## config.mk

```make
export PLATFORM = sky130hd
export DESIGN_NAME = uart_rx_deser_flat
export DESIGN_NICKNAME = d
export VERILOG_FILES = /design/src/rtl/uart_rx_deser_if.sv /design/src/rtl/uart_rx_deser.sv /design/src/flat_wrapper.sv
export SDC_FILE = /design/constraint.sdc
export NUM_CORES = 1
export LEC_CHECK = 0
export ABC_AREA = 1
export CORE_MARGIN = 8
export CORE_UTILIZATION = 51
export DETAILED_ROUTE_END_ITERATION = 6
export PLACE_DENSITY = 0.85
export REMOVE_ABC_BUFFERS = 1
export SLEW_MARGIN = 20
export SYNTH_ARGS = -nofsm -noshare
export SYNTH_HDL_FRONTEND = slang
export SYNTH_SLANG_ARGS = --single-unit
```

## constraint.sdc

```tcl
create_clock -name Clk -period 2.2 [get_ports Clk]
set_clock_uncertainty 0.1 [all_clocks]
set_input_delay 0.44 -clock Clk [delete_from_list [all_inputs] [get_ports Clk]]
set_output_delay 0.44 -clock Clk [all_outputs]
set_load 0.01 [all_outputs]
```

## src/rtl/uart_rx_deser_if.sv

```systemverilog
// FIFO write port and control/status bundle between the UART receiver and its
// RX FIFO / control block.
interface uart_rx_deser_if;
  logic        rx_en_i;
  logic [15:0] baud_div_i;
  logic        fifo_full_i;
  logic        err_clr_i;
  logic [7:0]  rx_data_o;
  logic        rx_wr_o;
  logic        frame_err_o;
  logic        overrun_o;
  logic        frame_sticky_o;
  logic        ovr_sticky_o;
  logic        busy_o;

  modport slave (
    input  rx_en_i, baud_div_i, fifo_full_i, err_clr_i,
    output rx_data_o, rx_wr_o, frame_err_o, overrun_o,
    output frame_sticky_o, ovr_sticky_o, busy_o
  );

  modport master (
    output rx_en_i, baud_div_i, fifo_full_i, err_clr_i,
    input  rx_data_o, rx_wr_o, frame_err_o, overrun_o,
    input  frame_sticky_o, ovr_sticky_o, busy_o
  );
endinterface

```

## src/rtl/uart_rx_deser.sv

```systemverilog
// UART receive deserializer: synchronizes Rx, 16x oversamples with a 3-point
// mid-bit majority vote, and pushes good bytes to the RX FIFO as 1-cycle strobes.
module uart_rx_deser #(
  parameter int DATA_BITS  = 8,
  parameter int OVERSAMPLE = 16
) (
  input  logic Clk,
  input  logic Rst,
  input  logic Rx,
  uart_rx_deser_if.slave bus
);
  localparam int         BIT_W  = (DATA_BITS > 1) ? $clog2(DATA_BITS) : 1;
  localparam logic [3:0] S_LAST = 4'(OVERSAMPLE - 1);

  typedef enum logic [1:0] {IDLE, START, DATA, STOP} state_t;

  state_t                 r_state, w_next;
  logic                   r_sync1, r_sync2, r_rx_d;
  logic [15:0]            r_cnt;
  logic [3:0]             r_s;
  logic [BIT_W-1:0]       r_bit_idx;
  logic                   r_v7, r_v8;
  logic [DATA_BITS-1:0]   r_shreg;
  logic [7:0]             r_data;
  logic                   r_wr, r_ferr, r_ovr, r_fsticky, r_osticky;

  logic w_tick, w_fall, w_decide, w_wrap, w_bit;
  logic w_start, w_shift, w_bit_adv, w_push, w_ferr, w_ovr;

  assign w_tick   = (bus.baud_div_i != 16'd0) && (r_cnt == bus.baud_div_i - 16'd1);
  assign w_fall   = r_rx_d & ~r_sync2;
  assign w_decide = w_tick && (r_s == 4'd9);
  assign w_wrap   = w_tick && (r_s == S_LAST);
  // Third vote is the live synchronized line on the s=9 tick itself.
  assign w_bit    = (r_v7 & r_v8) | (r_v7 & r_sync2) | (r_v8 & r_sync2);

  always_ff @(posedge Clk or posedge Rst) begin
    if (Rst) begin
      r_sync1 <= 1'b1;
      r_sync2 <= 1'b1;
      r_rx_d  <= 1'b1;
    end else begin
      r_sync1 <= Rx;
      r_sync2 <= r_sync1;
      r_rx_d  <= r_sync2;
    end
  end

  always_ff @(posedge Clk or posedge Rst) begin
    if (Rst) begin
      r_state <= IDLE;
    end else begin
      r_state <= w_next;
    end
  end

  always_comb begin
    w_next    = r_state;
    w_start   = 1'b0;
    w_shift   = 1'b0;
    w_bit_adv = 1'b0;
    w_push    = 1'b0;
    w_ferr    = 1'b0;
    w_ovr     = 1'b0;
    case (r_state)
      IDLE: begin
        if (w_fall && bus.rx_en_i && (bus.baud_div_i != 16'd0)) begin
          w_next  = START;
          w_start = 1'b1;
        end
      end
      START: begin
        if (w_decide && w_bit) w_next = IDLE;
        else if (w_wrap)       w_next = DATA;
      end
      DATA: begin
        w_shift = w_decide;
        if (w_wrap) begin
          if (r_bit_idx == BIT_W'(DATA_BITS - 1)) w_next = STOP;
          else                                   w_bit_adv = 1'b1;
        end
      end
      STOP: begin
        if (w_decide) begin
          w_next = IDLE;
          if (!w_bit)                w_ferr = 1'b1;
          else if (bus.fifo_full_i)  w_ovr  = 1'b1;
          else                       w_push = 1'b1;
        end
      end
      default: w_next = IDLE;
    endcase
    // Disabling the receiver abandons any partial frame silently.
    if (!bus.rx_en_i) begin
      w_next    = IDLE;
      w_start   = 1'b0;
      w_shift   = 1'b0;
      w_bit_adv = 1'b0;
      w_push    = 1'b0;
      w_ferr    = 1'b0;
      w_ovr     = 1'b0;
    end
  end

  always_ff @(posedge Clk or posedge Rst) begin
    if (Rst) begin
      r_cnt     <= 16'd0;
      r_s       <= 4'd0;
      r_bit_idx <= '0;
    end else if (w_start) begin
      r_cnt     <= 16'd0;
      r_s       <= 4'd0;
      r_bit_idx <= '0;
    end else begin
      if ((bus.baud_div_i == 16'd0) || w_tick) r_cnt <= 16'd0;
      else                                     r_cnt <= r_cnt + 16'd1;
      if ((r_state != IDLE) && w_tick) r_s <= (r_s == S_LAST) ? 4'd0 : r_s + 4'd1;
      if (w_bit_adv) r_bit_idx <= r_bit_idx + BIT_W'(1);
    end
  end

  always_ff @(posedge Clk or posedge Rst) begin
    if (Rst) begin
      r_v7      <= 1'b0;
      r_v8      <= 1'b0;
      r_shreg   <= '0;
      r_data    <= 8'd0;
      r_wr      <= 1'b0;
      r_ferr    <= 1'b0;
      r_ovr     <= 1'b0;
      r_fsticky <= 1'b0;
      r_osticky <= 1'b0;
    end else begin
      if (w_tick && (r_s == 4'd7)) r_v7 <= r_sync2;
      if (w_tick && (r_s == 4'd8)) r_v8 <= r_sync2;
      if (w_shift) r_shreg <= {w_bit, r_shreg[DATA_BITS-1:1]};
      if (w_push)  r_data  <= 8'(r_shreg);
      r_wr   <= w_push;
      r_ferr <= w_ferr;
      r_ovr  <= w_ovr;
      if (w_ferr)             r_fsticky <= 1'b1;
      else if (bus.err_clr_i) r_fsticky <= 1'b0;
      if (w_ovr)              r_osticky <= 1'b1;
      else if (bus.err_clr_i) r_osticky <= 1'b0;
    end
  end

  assign bus.rx_data_o      = r_data;
  assign bus.rx_wr_o        = r_wr;
  assign bus.frame_err_o    = r_ferr;
  assign bus.overrun_o      = r_ovr;
  assign bus.frame_sticky_o = r_fsticky;
  assign bus.ovr_sticky_o   = r_osticky;
  assign bus.busy_o         = (r_state != IDLE);
endmodule

```

## src/flat_wrapper.sv

```systemverilog
// flat-port wrapper written by rule: the top's interface ports become plain ports
module uart_rx_deser_flat 
#(
  parameter int DATA_BITS  = 8,
  parameter int OVERSAMPLE = 16
)
  (Clk, Rst, Rx, bus_rx_en_i, bus_baud_div_i, bus_fifo_full_i, bus_err_clr_i, bus_rx_data_o, bus_rx_wr_o, bus_frame_err_o, bus_overrun_o, bus_frame_sticky_o, bus_ovr_sticky_o, bus_busy_o);
  uart_rx_deser_if bus_i ();
  input  logic Clk;
  input  logic Rst;
  input  logic Rx;
  input wire logic [$bits(bus_i.rx_en_i)-1:0] bus_rx_en_i;
  input wire logic [$bits(bus_i.baud_div_i)-1:0] bus_baud_div_i;
  input wire logic [$bits(bus_i.fifo_full_i)-1:0] bus_fifo_full_i;
  input wire logic [$bits(bus_i.err_clr_i)-1:0] bus_err_clr_i;
  output wire logic [$bits(bus_i.rx_data_o)-1:0] bus_rx_data_o;
  output wire logic [$bits(bus_i.rx_wr_o)-1:0] bus_rx_wr_o;
  output wire logic [$bits(bus_i.frame_err_o)-1:0] bus_frame_err_o;
  output wire logic [$bits(bus_i.overrun_o)-1:0] bus_overrun_o;
  output wire logic [$bits(bus_i.frame_sticky_o)-1:0] bus_frame_sticky_o;
  output wire logic [$bits(bus_i.ovr_sticky_o)-1:0] bus_ovr_sticky_o;
  output wire logic [$bits(bus_i.busy_o)-1:0] bus_busy_o;
  assign bus_i.rx_en_i = bus_rx_en_i;
  assign bus_i.baud_div_i = bus_baud_div_i;
  assign bus_i.fifo_full_i = bus_fifo_full_i;
  assign bus_i.err_clr_i = bus_err_clr_i;
  assign bus_rx_data_o = bus_i.rx_data_o;
  assign bus_rx_wr_o = bus_i.rx_wr_o;
  assign bus_frame_err_o = bus_i.frame_err_o;
  assign bus_overrun_o = bus_i.overrun_o;
  assign bus_frame_sticky_o = bus_i.frame_sticky_o;
  assign bus_ovr_sticky_o = bus_i.ovr_sticky_o;
  assign bus_busy_o = bus_i.busy_o;
  uart_rx_deser #(.DATA_BITS(DATA_BITS), .OVERSAMPLE(OVERSAMPLE)) u_core (.Clk(Clk), .Rst(Rst), .Rx(Rx), .bus(bus_i));
endmodule
```

==> metrics.md <==
| Metric | Value |
|---|---|
| Tcrit/Tclk final | 1.10 |
| Initial drt markers | 236 |
| Final hold slack | 0.267 ns |
| Unrepaired setup endpoints after global routing | yes |
| Layout net count | 635 |
| Reg clk slew, reported paths | 0.10 ns |
| Routed Antenna Nets | 0 |
| Die Y | 96.5 µm |
| Switch share | 0.398 |
| Die W | 96.5 µm |
| Largest net degree at the start of global routing | 52 |
| Worst-Margin Slew | 0.557 ns |
| EDFF count, synth | 0 |
| Setup crit end kind | flop |
| Setup ws final | -0.220 ns |
| Max-Cap Viols | 0 |
| H-tree levels | 2 |
| Drt via density | 5.46 |
| Inserted Diodes | 0 |
| PD cells | 686 mW/mm² |
| Rows | 29 |
| Global-route wire length before repair | 16300 µm |
| Avg Cell Area, Syn | 7.26 µm² |
| Drc violations | 0 |
| Die area | 0.00931 mm² |
| Dominant synthesized flop cell | dfrtp_1 |
| Final setup fails | 45 |
| Top cell type's share of synthesized area | 0.363 |
| Crit path kind | in2reg |
| Area delta synth->final | 53.5% |
| Post-DP HPWL | 6920 µm |
| Ports | 36 |
| Fraction of layout cells with a size suffix above 1 | 0.389 |
| Core area | 0.00631 mm² |
| Root buf cell | clkbuf_8 |
| Switching power | 1380 µW |
| CTS tree | yes |
| Status | complete, but fails checks |
| Comb pwr share | 0.471 |
| Ys async rst share | 1.00 |
| Inst Count DP | 641 |
| Yosys warns | 0 |
| Antenna violations before repair | 0 |
| Reg power frac | 0.373 |
| Clock share of power | 0.156 |
| Area leader, netlist | dfrtp_1 |
| Via Count | 3730 |
| Data arrival time at the worst-slack endpoint | 2.53 ns |
| Final wirelength | 10700 µm |
| Seq/Total Area, Yosys | 0.387 |
| Port bufs | 35 |
| Worst-Skew Late Latency | 0.31 ns |
| GRT overflow | 0 |
| Fmax achieved | 413 MHz |
| Rel. slew slack | 0.627 |
| Worst Setup Start Kind | input pin |
| Post-Syn Area | 0.00330 mm² |
| Mapped Cells | 455 |
| Number of global-route vias before repair | 3786 |
| Crit path time final | 2.42 ns |
| Gr usage total | 0.221 |
| Post-synthesis cell type count | 35 |
| Worst EP required | 2.31 ns |
| Final max-slew violation count | 0 |
| Starting Density | 0.523 |
| Final Non-Filler Cells | 683 |
| Routed wire per std cell | 15.7 µm |
| Clock Tree Buf Depth | 2 |
| Tightest Hold Check Type | reg2reg |
| Pint | 2090 µW |
| Worst IR drop on VDD | 0.000555 V |
| Leakage | 0.00242 µW |
| Global placer's final weighted congestion | 0.940 |
| Crit-path max FO | 8 |
| TritonCTS Sinks | 51 |
| Number of buffers created by CTS | 5 |
| Violated checks | setup timing |
| Hold Buf Count CTS | 0 |
| Yosys reg bits | 51 |
| Final hold violation count | 0 |
| DR pass1 iterations | 5 |
| Synth top area cells | dfrtp_1 (36%), nand2_1 (14%), nand3_1 (7.4%) |
-- cell usage after synthesis (all sizes together) (6+ instances only) --
master / instances
nand3: 49
nand4: 8
nor3: 8
nand2: 127
ha: 8
dfrtp: 48
a21oi: 6
xor2: 13
xnor2: 8
o21ai: 27
inv: 62
nor2: 66
-- layout make-up --
class / instances / area (µm²)
multi-input combinational: 340 / 2140
clock inverter: 3 / 20.0
sequential: 51 / 1280
tap: 77 / 96.3
clock buffer: 5 / 68.8
inverter: 62 / 243
fill: 387 / 1240
timing repair buffer: 145 / 1220
-- final timing paths --
check | depth (start not counted) | endpoint | start | slack (ns)
hold / removal | 0 | u_core.r_sync2 | u_core.r_sync1 | 0.27
max in group asynchronous | 3 | u_core.r_rx_d | Rst | 1.34
setup / recovery | 16 | u_core.bus.rx_data_o[7] | bus_baud_div_i[1] | -0.22
setup reg to reg | 16 | u_core.bus.rx_data_o[7] | u_core.r_cnt[3] | -0.18
min in group asynchronous | 3 | u_core.bus.rx_wr_o | Rst | 0.38
hold reg to reg | 0 | u_core.r_sync2 | u_core.r_sync1 | 0.27
-- sequential cells by signal, summed over array words and instances (netlist names), 2 cells and up --
| register | cells |
|---|---|
| u_core.r_cnt | 16 |
| u_core.bus.rx_data_o | 8 |
| u_core.r_shreg | 8 |
| u_core.r_s | 4 |
| u_core.r_bit_idx | 3 |
| u_core.r_state | 2 |
-- cells in the final DEF, fill, tap and decap left out, drive strengths merged, types with 2 or more instances in the layout --
| cell | count |
|---|---|
| dfrtp | 48 |
| clkbuf | 8 |
| nand3b | 3 |
| nor2 | 66 |
| ha | 8 |
| inv | 61 |
| nor3b | 4 |
| dfstp | 3 |
| xnor2 | 8 |
| xor2 | 13 |
| nor4 | 4 |
| dlygate4sd2 | 4 |
| buf | 118 |
| nand3 | 49 |
| a21oi | 6 |
| nand4 | 8 |
| nand2 | 128 |
| clkinvlp | 2 |
| clkinv | 2 |
| o211ai | 2 |
| o21ai | 27 |
| clkdlybuf4s50 | 18 |
| nor3 | 8 |
-- power by group through the flow --
stage,registers [µW],logic (µW),clock network [µW]
after floorplan,1240,740,0
after global routing,1310,1780,580
after global placement,1260,1230,0
final,1300,1640,544
after detailed placement,1280,1280,0
after CTS,1270,1420,547
-- kinds of logic after synthesis --
logic type               share of synthesized area
flip-flops                                   0.387
adder cells (fa/ha/maj)                     0.0303
buffers and inverters                       0.0788
AND/OR/NAND/NOR                              0.374
AO/OA/AOI/OAI                               0.0704
multiplexers                               0.00303
XOR/XNOR                                    0.0557
-- timing repair --
item	CTS	global route
pin swaps	43	34
gates resized for setup	102	82
cloned	0	2
setup buffers	25	8
setup endpoints to repair	48	49
-- critical path: stages --
cell,delay [ns]
buf_8,0.10
buf_6,0.11
nor2_4,0.13
nand2_4,0.08
nor2_4,0.19
nand3b_1,0.16
nand2_2,0.11
nand2_1,0.05
nor2_1,0.08
nand3_1,0.12
nor3_4,0.30
nand2_4,0.10
nor2_4,0.23
nand2_8,0.15
nand2_2,0.11
o21ai_2,0.06
-- per-stage QoR --
stage / TNS, ns / area, µm² / utilization / setup WS (ns) / power (µW)
global placement: -33.94 / 4330 / 0.685 / -0.816 / 2490
finish: -5.65 / 5070 / 0.803 / -0.220 / 3480
detailed placement: -38.40 / 4330 / 0.685 / -0.958 / 2560
global route: -10.66 / 5070 / 0.803 / -0.359 / 3670
floorplan: -5.43 / 3280 / - / -0.305 / 1980
CTS: -1.39 / 4760 / 0.754 / -0.108 / 3240
-- metal layers --
layer	share of wire	GRT usage	up-vias	routed length [µm]
li1	-	-	1757	-
met2	0.52	0.405	152	5620
met1	0.38	0.241	1783	4090
met4	0.032	0.107	0	341
met5	0	0	-	0
met3	0.065	0.0371	38	694
Note: power is estimated with default switching activity, not from simulation.
